<file path="config.mk">
export PLATFORM = sky130hd
export DESIGN_NAME = sdram_dma_engine
export DESIGN_NICKNAME = d
export VERILOG_FILES = /design/src/rtl/sdram_dma_engine.sv
export SDC_FILE = /design/constraint.sdc
export NUM_CORES = 1
export LEC_CHECK = 0
export BUFFER_PORTS_ARGS = -buffer_cell sky130_fd_sc_hd__buf_4
export CORE_ASPECT_RATIO = 1.2
export CORE_MARGIN = 4
export CORE_UTILIZATION = 54
export DETAILED_ROUTE_END_ITERATION = 8
export PLACE_DENSITY = 0.85
export SYNTH_ARGS = -nofsm -noshare
export SYNTH_HDL_FRONTEND = slang
export SYNTH_SLANG_ARGS = --single-unit
</file>
<file path="constraint.sdc">
create_clock -name clk -period 3.68 [get_ports clk]
set_input_delay 1.104 -clock clk [delete_from_list [all_inputs] [get_ports clk]]
set_output_delay 1.104 -clock clk [all_outputs]
set_load 0.01 [all_outputs]
</file>
<file path="src/rtl/sdram_dma_engine.sv">
// sdram_dma_engine
//   Avalon-MM DMA master. COPY mode streams num_words words from src_addr to
//   dst_addr with pipelined reads (at most FIFO_DEPTH words in flight or
//   buffered); FILL mode writes fill_value to num_words words at dst_addr.
// Ports
//   clk, rst                  clock, synchronous active-high reset
//   start/mode/src_addr/dst_addr/num_words/fill_value
//                             job request, latched when start is seen in IDLE
//   busy, done, words_done    job status (done is a 1-cycle pulse)
//   master_*                  Avalon-MM master port toward the SDRAM controller
module sdram_dma_engine #(
    parameter int DATA_W     = 32,
    parameter int ADDR_W     = 32,
    parameter int CNT_W      = 32,
    parameter int FIFO_DEPTH = 8
) (
    input  logic              clk,
    input  logic              rst,
    input  logic              start,
    input  logic              mode,
    input  logic [ADDR_W-1:0] src_addr,
    input  logic [ADDR_W-1:0] dst_addr,
    input  logic [CNT_W-1:0]  num_words,
    input  logic [DATA_W-1:0] fill_value,
    output logic              busy,
    output logic              done,
    output logic [CNT_W-1:0]  words_done,
    input  logic              master_waitrequest,
    output logic [ADDR_W-1:0] master_address,
    output logic              master_read,
    input  logic [DATA_W-1:0] master_readdata,
    input  logic              master_readdatavalid,
    output logic              master_write,
    output logic [DATA_W-1:0] master_writedata
);
    localparam int PTR_W = $clog2(FIFO_DEPTH);
    localparam logic [ADDR_W-1:0]  STRIDE = ADDR_W'(DATA_W / 8);
    localparam logic [PTR_W+1:0]   DEPTH_C = (PTR_W + 2)'(FIFO_DEPTH);
    localparam logic [PTR_W:0]     FULL_C  = (PTR_W + 1)'(FIFO_DEPTH);

    typedef enum logic [1:0] {IDLE, RUN, DONE} state_t;
    state_t state_q, state_d;

    logic [ADDR_W-1:0] src_q, src_d, dst_q, dst_d;
    logic [CNT_W-1:0]  num_q, num_d, words_done_q, words_done_d, reads_issued_q, reads_issued_d;
    logic              mode_q, mode_d;
    logic [DATA_W-1:0] fill_q, fill_d;
    logic [PTR_W:0]    outstanding_q, outstanding_d, fifo_count_q, fifo_count_d;
    logic [PTR_W-1:0]  wr_ptr_q, wr_ptr_d, rd_ptr_q, rd_ptr_d;
    logic [DATA_W-1:0] fifo_mem_q [FIFO_DEPTH];
    logic [DATA_W-1:0] fifo_mem_d [FIFO_DEPTH];
    logic              hold_q, hold_d, hold_wr_q, hold_wr_d;

    logic do_rd, do_wr, rd_acc, wr_acc, push, pop, wr_avail, rd_ok;
    logic [PTR_W+1:0]  occupancy;
    logic [ADDR_W-1:0] rd_addr, wr_addr;

    assign occupancy = (PTR_W + 2)'(outstanding_q) + (PTR_W + 2)'(fifo_count_q);
    assign wr_avail  = mode_q ? (words_done_q != num_q) : (fifo_count_q != '0);
    assign rd_ok     = !mode_q && (reads_issued_q != num_q) && (occupancy < DEPTH_C);
    assign rd_addr   = src_q + ADDR_W'(reads_issued_q) * STRIDE;
    assign wr_addr   = dst_q + ADDR_W'(words_done_q) * STRIDE;
    assign rd_acc    = do_rd && !master_waitrequest;
    assign wr_acc    = do_wr && !master_waitrequest;
    assign pop       = wr_acc && !mode_q;
    // Stray readdatavalid (e.g. from reads issued before a reset) finds no
    // outstanding read and is dropped.
    assign push      = master_readdatavalid && (outstanding_q != '0);

    // State register and datapath flops
    always_ff @(posedge clk) begin
        if (rst) begin
            state_q        <= IDLE;
            src_q          <= '0;
            dst_q          <= '0;
            num_q          <= '0;
            mode_q         <= 1'b0;
            fill_q         <= '0;
            words_done_q   <= '0;
            reads_issued_q <= '0;
            outstanding_q  <= '0;
            fifo_count_q   <= '0;
            wr_ptr_q       <= '0;
            rd_ptr_q       <= '0;
            hold_q         <= 1'b0;
            hold_wr_q      <= 1'b0;
            for (int i = 0; i < FIFO_DEPTH; i++) fifo_mem_q[i] <= '0;
        end else begin
            assert (!(push && !pop && fifo_count_q == FULL_C));
            state_q        <= state_d;
            src_q          <= src_d;
            dst_q          <= dst_d;
            num_q          <= num_d;
            mode_q         <= mode_d;
            fill_q         <= fill_d;
            words_done_q   <= words_done_d;
            reads_issued_q <= reads_issued_d;
            outstanding_q  <= outstanding_d;
            fifo_count_q   <= fifo_count_d;
            wr_ptr_q       <= wr_ptr_d;
            rd_ptr_q       <= rd_ptr_d;
            hold_q         <= hold_d;
            hold_wr_q      <= hold_wr_d;
            fifo_mem_q     <= fifo_mem_d;
        end
    end

    // Next state; DONE is entered right after the final write is accepted
    always_comb begin
        state_d = state_q;
        case (state_q)
            IDLE: if (start) state_d = (num_words == '0) ? DONE : RUN;
            RUN:  if (wr_acc && (words_done_q + CNT_W'(1) == num_q)) state_d = DONE;
            DONE: state_d = IDLE;
            default: state_d = IDLE;
        endcase
    end

    // Command selection. A command stalled by waitrequest is re-issued as the
    // same type, so a read cannot be displaced by data arriving meanwhile.
    always_comb begin
        do_rd = 1'b0;
        do_wr = 1'b0;
        if (state_q == RUN) begin
            if (hold_q) begin
                do_wr = hold_wr_q;
                do_rd = !hold_wr_q;
            end else if (wr_avail) begin
                do_wr = 1'b1;
            end else if (rd_ok) begin
                do_rd = 1'b1;
            end
        end
    end

    // Outputs
    always_comb begin
        busy             = (state_q == RUN);
        done             = (state_q == DONE);
        words_done       = words_done_q;
        master_read      = do_rd;
        master_write     = do_wr;
        master_address   = do_wr ? wr_addr : (do_rd ? rd_addr : '0);
        master_writedata = do_wr ? (mode_q ? fill_q : fifo_mem_q[rd_ptr_q]) : '0;
    end

    // Datapath next values
    always_comb begin
        src_d          = src_q;
        dst_d          = dst_q;
        num_d          = num_q;
        mode_d         = mode_q;
        fill_d         = fill_q;
        words_done_d   = words_done_q;
        reads_issued_d = reads_issued_q;
        outstanding_d  = outstanding_q;
        fifo_count_d   = fifo_count_q;
        wr_ptr_d       = wr_ptr_q;
        rd_ptr_d       = rd_ptr_q;
        fifo_mem_d     = fifo_mem_q;
        hold_d         = (do_rd || do_wr) && master_waitrequest;
        hold_wr_d      = do_wr;

        if (state_q == IDLE && start) begin
            src_d          = src_addr;
            dst_d          = dst_addr;
            num_d          = num_words;
            mode_d         = mode;
            fill_d         = fill_value;
            words_done_d   = '0;
            reads_issued_d = '0;
        end
        if (rd_acc) reads_issued_d = reads_issued_q + CNT_W'(1);
        if (wr_acc) words_done_d   = words_done_q + CNT_W'(1);

        case ({rd_acc, push})
            2'b10:   outstanding_d = outstanding_q + (PTR_W + 1)'(1);
            2'b01:   outstanding_d = outstanding_q - (PTR_W + 1)'(1);
            default: outstanding_d = outstanding_q;
        endcase
        case ({push, pop})
            2'b10:   fifo_count_d = fifo_count_q + (PTR_W + 1)'(1);
            2'b01:   fifo_count_d = fifo_count_q - (PTR_W + 1)'(1);
            default: fifo_count_d = fifo_count_q;
        endcase
        if (push) begin
            fifo_mem_d[wr_ptr_q] = master_readdata;
            wr_ptr_d             = wr_ptr_q + PTR_W'(1);
        end
        if (pop) rd_ptr_d = rd_ptr_q + PTR_W'(1);
    end
endmodule

</file>
==> run metrics <==
synthesized area per cell 7.836 µm²; filler instances 2970; nets 3750; mux contribution to synthesized area 8.146%; Initial Util 55.01%; Antenna Nets Post-Route 0; combinational power share 21.6%; crit-path max cell delay 450 ps; Seq/Total Area, Yosys 38.50%; 1st-iter DRT viols 2559; DR vias 25650; largest net degree at the start of global routing 169; reg2reg setup slack 40 ps; Worst Path Buf+Inv 3; Async SR Flop Fraction 0%; Static Leak 0.01237 µW; number of cells on the worst hold path 2; register clock-pin slew on the reported worst setup and hold paths 60 ps; drt first pass iters 6; Worst-Skew Late Latency 620 ps; GR Overflow Total 0; Die Ht 240.3 µm; Reg2Reg Depth 19; Worst setup EP type output pin; # setup viols final 66; Yosys cell types 79; gpl congestion 1.031; global-route wire length before repair 135.9 mm; Clock Sinks 467; CP required 2580 ps; Routed WL per cell 22.12 µm; CP max FO 4; max frequency 218.2 MHz; Post-synth EDFFs 0; TritonCTS Buffers 49; clk_skew 26.97 ps; Peak VDD IR 0.4287 mV; setup ws final -903.7 ps; final setup TNS -31980 ps; Final Max Slew Viols 0; area of the multi-input gates 0.01544 mm²; Detail Placement HPWL 58.16 mm; cells after synthesis 3099; Fin. Hold Viols 0; crit path DAT 3480 ps; Clk network pwr share 37.0%; Compound-Gate Fraction of Synth Area 17.24%; ys flop type dfxtp_1; crit path time final 4584 ps; slew margin rel. 43.99%; largest family of logic cells by synthesized area simple AND/OR/NAND/NOR gates; Int Pwr 9235 µW; die area 0.04844 mm²; Die Wd 201.6 µm; row count 84; Util after Layout 73.43%; CTS max path bufs 3; slowest CP cell o31ai_4; sequential power share 41.4%; Avg Vias per Cell 6.244; Synth warnings 0; period utilisation layout 124.6%; Hold Crit Class flop to flop; failing checks negative setup slack; CP delay by family, top compound AO/OA/AOI/OAI gates; synthesized area 0.02428 mm²; H-tree levels 2; status complete, but fails checks; TritonCTS clock tree done; adder-cell share of the synthesized area 3.823%; Root Driver clkbuf_16; critical path startpoint category flop; max_cap viols 0; switching power 3933 µW; vias in the first global route 24710; Area Growth Syn to Fin 33.47%; FF/Latch Area 0.009423 mm²; Crit Path Class flop to output pin; cell depth of the worst setup path 13; sw frac 29.87%; initial antenna violation count 2; power per standard cell area 406.2 mW/mm²; Detailed Route WL 90.88 mm; Core Area 0.04414 mm²; Synthesized Nets 3338; FF+latch count, synth 467; worst-margin pin slew 840.2 ps; share of layout cells above drive strength 1 28.33%; # DRC 0; total track usage 35.14%; port bufs 265; Synth Area in XOR/XNOR 5.157%; Post-Synth Simple-Gate Area 22.96%; CP cell instances ha_4 -> fa_2 -> a211oi_2 -> o21a_1 -> or3b_4 -> a211oi_4 -> o31ai_4 -> buf_6 -> nand2_2 -> a211oi_2 -> o32ai_1 -> buf_4 -> buf_6; IO Pins 266; unrepaired setup endpoints after global routing yes
## registers in the layout (all words and copies together) (netlist names)
register and flops:
state_q 2, src_q 32, dst_q 32, wr_ptr_q 3, rd_ptr_q 3, reads_issued_q 32, mode_q 1, hold_q 1
outstanding_q 4, fifo_mem_q 256, fifo_count_q 4, num_q 32, hold_wr_q 1, fill_q 32, words_done 32
## cells in the final DEF (no fill, tap or decap), types with 22 or more instances in the layout
master,n
or3_1,22
buf_6,78
buf_4,479
a21oi_1,493
nor2_1,131
xnor2_1,46
ha_1,51
dfxtp_2,41
dfxtp_1,420
clkbuf_16,50
buf_12,25
mux2i_1,39
nand3_1,49
inv_1,24
a21o_1,24
xor2_1,68
nor2_4,29
mux4_2,64
nand2_1,853
o21ai_0,65
## cells in the mapped netlist, types with 7 or more instances
cell / number / area share [%]
a211oi_1: 16 / 0.49
a21o_1: 24 / 0.74
a21oi_1: 515 / 11
a31oi_1: 12 / 0.31
and3_1: 22 / 0.57
and4_1: 9 / 0.32
buf_1: 32 / 0.49
buf_2: 8 / 0.16
clkbuf_1: 168 / 2.6
clkbuf_2: 20 / 0.41
dfxtp_1: 467 / 38
ha_1: 71 / 3.7
inv_1: 26 / 0.40
mux2_2: 7 / 0.32
mux2i_1: 39 / 1.6
mux4_2: 64 / 5.9
nand2_1: 859 / 13
nand2b_1: 11 / 0.28
nand3_1: 51 / 1.1
nand3b_1: 12 / 0.37
nand4_1: 21 / 0.54
nor2_1: 169 / 2.6
nor2b_1: 12 / 0.31
nor3_1: 20 / 0.41
nor3b_1: 9 / 0.28
nor4_1: 28 / 0.72
nor4b_1: 7 / 0.25
o211ai_1: 8 / 0.25
o21a_1: 8 / 0.25
o21ai_0: 86 / 1.8
o21bai_1: 7 / 0.22
o22ai_1: 17 / 0.44
o31ai_1: 11 / 0.34
or3_1: 24 / 0.62
xnor2_1: 69 / 2.5
xor2_1: 74 / 2.7
## cells by family (layout without fill, tap and decap cells)
| family | count (synthesis) | in the layout |
|---|---|---|
| other | 0 | 2 |
| and+or+nand+nor | 1288 | 1288 |
| xor gates and xnor gates | 143 | 143 |
| muxes | 116 | 116 |
| DFF | 467 | 467 |
| AOI/OAI and AO/OA | 754 | 754 |
| buffers and inverters | 258 | 706 |
| adders and majority gates | 73 | 73 |
## through the flow
| step | hold slack [ps] | instances | instance area, µm² | worst slack (ps) | total power [µW] |
|---|---|---|---|---|---|
| floorplan | 433.1 | 3099 | 24410 | -22.41 | 6737 |
| global placement | 438.8 | 3952 | 28410 | -228.6 | 7587 |
| detailed placement | 443.3 | 3952 | 28410 | -281.9 | 7634 |
| CTS | 452.7 | 4094 | 31590 | -794.6 | 12990 |
| global route | 467.1 | 4108 | 32410 | -984.1 | 13620 |
| finish | 452.1 | 4108 | 32410 | -903.7 | 13170 |
## metal layers
metal / global-route usage, % / part of all wire (%) / vias up
met5: 0 / 0 / -
met4: 23.06 / 8.3 / 0
met3: 7.163 / 10 / 490
met2: 60.20 / 48 / 1616
met1: 39.98 / 34 / 12030
li1: - / - / 11520
## area by class of cell
| cell class | count | area share, % |
|---|---|---|
| multi-input cells | 2374 | 47.63 |
| flip-flops and latches | 467 | 29.07 |
| repair buffers | 590 | 15.91 |
| clock buffers | 66 | 4.262 |
| well taps | 559 | 2.158 |
| clock inverters | 21 | 0.5288 |
| inverters | 28 | 0.3937 |
| repair inverters | 1 | 0.02702 |
| diodes | 2 | 0.01544 |
## power groups by stage
stage          clock network, µW  logic, µW  registers [µW]
6_report                    4870       2850            5450
5_1_grt                     5110       3040            5460
4_1_cts                     4890       2670            5430
3_5_place_dp                   0       2100            5530
3_3_place_gp                   0       2060            5530
2_1_floorplan                  0       1270            5470
## worst paths after layout
check / from / endpoint
max: src_q[2]$_SDFFE_PP0P_ / master_address[26]
min reg2reg: fifo_mem_q[157]$_SDFFE_PP0P_ / fifo_mem_q[157]$_SDFFE_PP0P_
min: fifo_mem_q[157]$_SDFFE_PP0P_ / fifo_mem_q[157]$_SDFFE_PP0P_
max reg2reg: num_q[31]$_SDFFE_PP0P_ / reads_issued_q[2]$_SDFFE_PP0P_
## worst register-to-register path, delay by kind of cell (launching register included)
kind | cells | cell delay, ps
AO/OA/AOI/OAI | 4 | 780
XOR/XNOR | 1 | 150
buffers and inverters | 11 | 1400
flip-flops | 1 | 500
AND/OR/NAND/NOR | 3 | 700
## timing repair
item	4_1_cts	5_1_grt
gates cloned	7	0
gates resized for setup	253	171
endpoints found under the setup margin	66	90
buffers inserted	51	27
hold buffers	0	0
endpoints found under the hold margin	0	0
pin swaps	103	87
(Power assumes the default switching activity.)
